--- config.mk ---
export PLATFORM = sky130hd
export DESIGN_NAME = out_port_arbiter
export DESIGN_NICKNAME = d
export VERILOG_FILES = /design/src/rtl/out_port_arbiter.sv
export SDC_FILE = /design/constraint.sdc
export NUM_CORES = 1
export LEC_CHECK = 0
export ABC_CLOCK_PERIOD_IN_PS = 10500
export BUFFER_PORTS_ARGS = -buffer_cell sky130_fd_sc_hd__buf_4
export CORE_MARGIN = 4
export CORE_UTILIZATION = 45
export CTS_CLUSTER_DIAMETER = 150
export DETAILED_ROUTE_END_ITERATION = 8
export HOLD_SLACK_MARGIN = 0.05
export PLACE_DENSITY = 0.81
export SLEW_MARGIN = 20
export SYNTH_ARGS = -nofsm -noshare
export SYNTH_HDL_FRONTEND = slang
export SYNTH_SLANG_ARGS = --single-unit
--- constraint.sdc ---
create_clock -name clk -period 10.5 [get_ports clk]
set_clock_uncertainty 0.1 [all_clocks]
set_input_delay 1.575 -clock clk [delete_from_list [all_inputs] [get_ports clk]]
set_output_delay 1.575 -clock clk [all_outputs]
set_load 0.005 [all_outputs]
--- src/rtl/out_port_arbiter.sv ---
`default_nettype none
// out_port_arbiter: round-robin, credit-gated arbiter for one router output port.
// Define OUT_ARB_REG_OUT_EN to register out_flit/out_valid (one cycle grant-to-valid latency).
module out_port_arbiter #(
  parameter int NUM_IN  = 5,
  parameter int PORT_ID = 0,
  parameter int CREDITS = 8
) (
  input  logic                   clk,
  input  logic                   rst,
  input  logic [23*NUM_IN-1:0]   head_flit,
  input  logic [NUM_IN-1:0]      head_valid,
  output logic [NUM_IN-1:0]      pop,
  input  logic                   credit_in,
  output logic [22:0]            out_flit,
  output logic                   out_valid,
  output logic [3:0]             credits,
  output logic                   credit_err
);

  localparam int              PW        = $clog2(NUM_IN);
  localparam logic [2:0]      c_PORT_ID = PORT_ID[2:0];
  localparam logic [PW:0]     c_NUM_IN  = NUM_IN[PW:0];
  localparam logic [PW-1:0]   c_LAST    = PW'(NUM_IN - 1);
  localparam logic [3:0]      c_CREDITS = CREDITS[3:0];

  logic [PW-1:0]     r_ptr;
  logic [3:0]        r_credits;
  logic              r_credit_err;
  logic [NUM_IN-1:0] w_req;
  logic [NUM_IN-1:0] w_onehot;
  logic [PW-1:0]     w_gidx;
  logic [PW:0]       w_idx;
  logic              w_found;
  logic              w_grant;
  logic [PW-1:0]     w_ptr_nxt;
  logic [22:0]       w_gflit;

  always_comb begin
    for (int i = 0; i < NUM_IN; i++) begin
      w_req[i] = head_valid[i] && (head_flit[i*23 +: 3] == c_PORT_ID);
    end
  end

  // Walk ptr, ptr+1, ... modulo NUM_IN and take the first requester.
  always_comb begin
    w_onehot = '0;
    w_gidx   = '0;
    w_found  = 1'b0;
    w_idx    = '0;
    for (int k = 0; k < NUM_IN; k++) begin
      w_idx = {1'b0, r_ptr} + k[PW:0];
      if (w_idx >= c_NUM_IN) begin
        w_idx = w_idx - c_NUM_IN;
      end
      if (!w_found && w_req[w_idx[PW-1:0]]) begin
        w_found                  = 1'b1;
        w_gidx                   = w_idx[PW-1:0];
        w_onehot[w_idx[PW-1:0]]  = 1'b1;
      end
    end
  end

  // A credit arriving this cycle only counts from the next cycle on.
  assign w_grant   = w_found && (r_credits != 4'd0) && !rst;
  assign pop       = w_grant ? w_onehot : '0;
  assign w_ptr_nxt = (w_gidx == c_LAST) ? '0 : w_gidx + 1'b1;

  always_comb begin
    w_gflit = '0;
    for (int i = 0; i < NUM_IN; i++) begin
      if (pop[i]) begin
        w_gflit = w_gflit | head_flit[i*23 +: 23];
      end
    end
  end

  always_ff @(posedge clk) begin
    if (rst) begin
      r_ptr        <= '0;
      r_credits    <= c_CREDITS;
      r_credit_err <= 1'b0;
    end else begin
      if (w_grant) begin
        r_ptr <= w_ptr_nxt;
      end
      case ({w_grant, credit_in})
        2'b10:   r_credits <= r_credits - 1'b1;
        2'b01: begin
          if (r_credits == c_CREDITS) begin
            r_credit_err <= 1'b1;
          end else begin
            r_credits <= r_credits + 1'b1;
          end
        end
        default: r_credits <= r_credits;
      endcase
    end
  end

  assign credits    = r_credits;
  assign credit_err = r_credit_err;

`ifdef OUT_ARB_REG_OUT_EN
  logic [22:0] r_out_flit;
  logic        r_out_valid;

  always_ff @(posedge clk) begin
    if (rst) begin
      r_out_flit  <= '0;
      r_out_valid <= 1'b0;
    end else begin
      r_out_valid <= w_grant;
      if (w_grant) begin
        r_out_flit <= w_gflit;
      end
    end
  end

  assign out_flit  = r_out_flit;
  assign out_valid = r_out_valid;
`else
  assign out_flit  = w_gflit;
  assign out_valid = w_grant;
`endif

endmodule
`default_nettype wire

==> flow_summary.ini <==
[floorplan]
die_h_um = 86.53
start_util = 0.4660
ioPinCount = 157
core-area_mm2 = 0.005956
dieArea_mm2 = 0.007487
num_rows = 28
die_w_um = 86.53

[clocking]
clockBufferDepth = 2
cts_hold_buf = 0
insertion_delay_ns = 0.23
cts_htree_levels = 1
tritoncts = done
clk_pin_slew_worst_paths_ns = 0.04
cts-buffers-inserted = 3
cts_root_buffer = clkbuf_8
postCtsSetupBuffers = 0
clock-sinks = 8
cts_resized = 0

[setup_path]
timing.critical_path.from = r_ptr[0]
cp_common_cell = inv_1
crit_chain = inv_1, ha_1, inv_1, mux2i_4, mux4_2, a21oi_4, nor4b_4, nand3b_1, a31oi_2, a32oi_1, nand4_1, buf_4
worst-path-max-fanout = 22
worstPathRequired_ns = 8.83
crit_arrival_ns = 5.48
slowest_delay_ns = 0.96
slowest_stage = a31oi_2
start_kind = register
critPathCaptureType = primary output
worstSetupPathType = reg2out
timing.rr.start = r_ptr[0]
ff2ff_path_depth = 16

[routing]
vias = 3827
first_pass_iters = 5
drt-wirelength-per-cell_um = 18.79
ant_nets = 0
drcViolationCount = 0
wirelength_um = 11090
vias_per_cell = 6.486
drt_iter0_drc = 408

[placement]
globalplace.congestion = 0.9614
place_ws_ns = 3.692
io_buffers = 153
place_hpwl_um = 8715

[power]
switching_share = 0.5859
power.total_w = 0.0008749
p_clk_frac = 0.043
power_frac_comb = 0.883
max-vdd-ir-drop_v = 0.0001413
power.switching_w = 0.0005126
power.share.sequential = 0.074
cellLeakagePower_nw = 1.696
intPower_w = 0.0003623
powerDensity_mw_per_mm2 = 221.8

[run]
max_cap_violations = 0

[logic_synthesis]
synth_area_per_cell_um2 = 7.134
synth.top_cell.area_share = 0.1136
syn_inst = 389
synth_top_area_cell = o211ai_1
ys_warn_count = 0
synth-async-reset-ratio = 0
ys_top_cells_by_area = o211ai_1 (11%), a32oi_1 (6.6%), dfxtp_1 (5.8%)
ys.flop_type = dfxtp_1
synth-seq-cells = 8
yosysSeqAreaShare = 0.05771
synth-edff-count = 0
synth.distinct_cells = 74
netlist_area_mm2 = 0.002775

[global_routing]
grt_remaining_overflow = 0
antenna_found_initial = 0
grt_max_degree = 81
grt_pass1_wl_um = 17330
grt_use_total = 0.2800
grt_pass1_vias = 3631

[timing]
rsz0062_at_grt = false
fmax_mhz = 139.8
period_needed_ns = 7.152
hold_ws_ns = 0.3816
worst_pin_slew_ns = 1.155
relSlewSlack = 0.2272
finalMaxSlewViolations = 0
setup_ws_ns = 3.348
hold_viol = 0
fin_crit_sh = 0.6811
setup_tns_ns = 0
finalSetupViolCount = 0

[hold_path]
hold_path_depth = 2
min_from = credit_err
holdCritPathClass = reg2reg

[cells_and_area]
seqCellArea_um2 = 160.2
drive_above_1_share = 0.3553
layout.nets = 654
multi_input_area_mm2 = 0.002421
antenna_cells = 0
area_delta_synth_final_pct = 42.11
fillCellCount = 518

[outcome]
outcome = finished, final reports clean
## per-layer routing
metal / track usage / routed length (µm) / vias up
met5: 0 / 0 / -
met4: 0.07224 / 238 / 0
met3: 0.05038 / 788 / 26
met2: 0.4569 / 5368 / 197
met1: 0.3798 / 4690 / 1781
li1: - / - / 1823
## final timing paths
check / slack, ns / to
hold / removal: 0.38 / credit_err
setup reg to reg: 4.44 / credits[3]
setup / recovery: 3.35 / out_flit[10]
hold reg to reg: 0.38 / credit_err
## power by group through the flow
stage / logic [W] / clock network, W / registers, W
2_1_floorplan: 0.000541 / 0 / 0.0000527
3_3_place_gp: 0.000735 / 0 / 0.0000643
3_5_place_dp: 0.000749 / 0 / 0.0000649
4_1_cts: 0.000753 / 0.0000383 / 0.0000644
5_1_grt: 0.000836 / 0.0000399 / 0.0000686
6_report: 0.000773 / 0.0000373 / 0.0000647
## flip-flops by register name, indices dropped and copies added, names as in the netlist
signal	cells
credits	4
r_ptr	3
credit_err	1
## cell families after synthesis
kind of cell / Yosys count / synth area share
compound gates: 148 / 0.4040
simple gates: 156 / 0.3300
fa+ha+maj: 14 / 0.06853
other cells: 1 / 0.001351
buf+inv: 48 / 0.07845
mux: 11 / 0.05049
xor+xnor: 3 / 0.009470
flops: 8 / 0.05771
## cell usage in the layout (no fill, tap or decap), drive strengths merged, types with 3 or more instances in the layout
| cell type | n |
|---|---|
| o21a | 7 |
| nand2b | 8 |
| nand3b | 4 |
| a32oi | 21 |
| ha | 12 |
| a2111oi | 3 |
| a211o | 4 |
| buf | 158 |
| nor3 | 15 |
| inv | 11 |
| o211ai | 42 |
| a31oi | 6 |
| nor2 | 25 |
| nand3 | 24 |
| dfxtp | 8 |
| xnor2 | 3 |
| o22ai | 3 |
| a21o | 5 |
| nor3b | 3 |
| o21ai | 10 |
| mux2i | 6 |
| a21oi | 19 |
| nand2 | 20 |
| nand4 | 23 |
| mux2 | 4 |
| or4b | 5 |
| nor2b | 3 |
| conb | 3 |
| nor4b | 9 |
| a211oi | 6 |
| and2 | 7 |
| clkbuf | 3 |
## area by class of cell
class,instances,area share
flip-flops and latches,8,0.04061
multi-input cells,335,0.6139
clock buffers,3,0.01047
repair buffers,158,0.3008
inverters,11,0.01047
well taps,75,0.02379
## worst max-delay path: cells and delay by family, from the launching register on
kind	cells	cell delay, ns
compound gates	3	1.36
fa+ha+maj	1	0.73
buf+inv	3	0.84
flops	1	0.78
mux	2	0.69
simple gates	3	0.83
## through the flow
stage | std cells | utilization | cell area (µm²)
5_1_grt | 590 | 0.6622 | 3944
2_1_floorplan | 391 | - | 2783
3_5_place_dp | 587 | 0.6553 | 3902
4_1_cts | 590 | 0.6622 | 3944
6_report | 590 | 0.6622 | 3944
3_3_place_gp | 587 | 0.6553 | 3902
## cells in the mapped netlist, drive strengths merged (3+ instances only)
library cell and n:
o211ai 42, nor2 25, nand3 24, nand4 23, clkbuf 22, a32oi 21, nand2 20, a21oi 19
buf 15, nor3 15, ha 12, inv 11, o21ai 10, nor4b 9, dfxtp 8, nand2b 8
and2 7, o21a 7, a211oi 6, a31oi 6, mux2i 6, a21o 5, or4b 5, a211o 4
mux2 4, nand3b 4, a2111oi 3, nor2b 3, nor3b 3, o22ai 3, xnor2 3
Note: power is estimated with default switching activity, not from simulation.
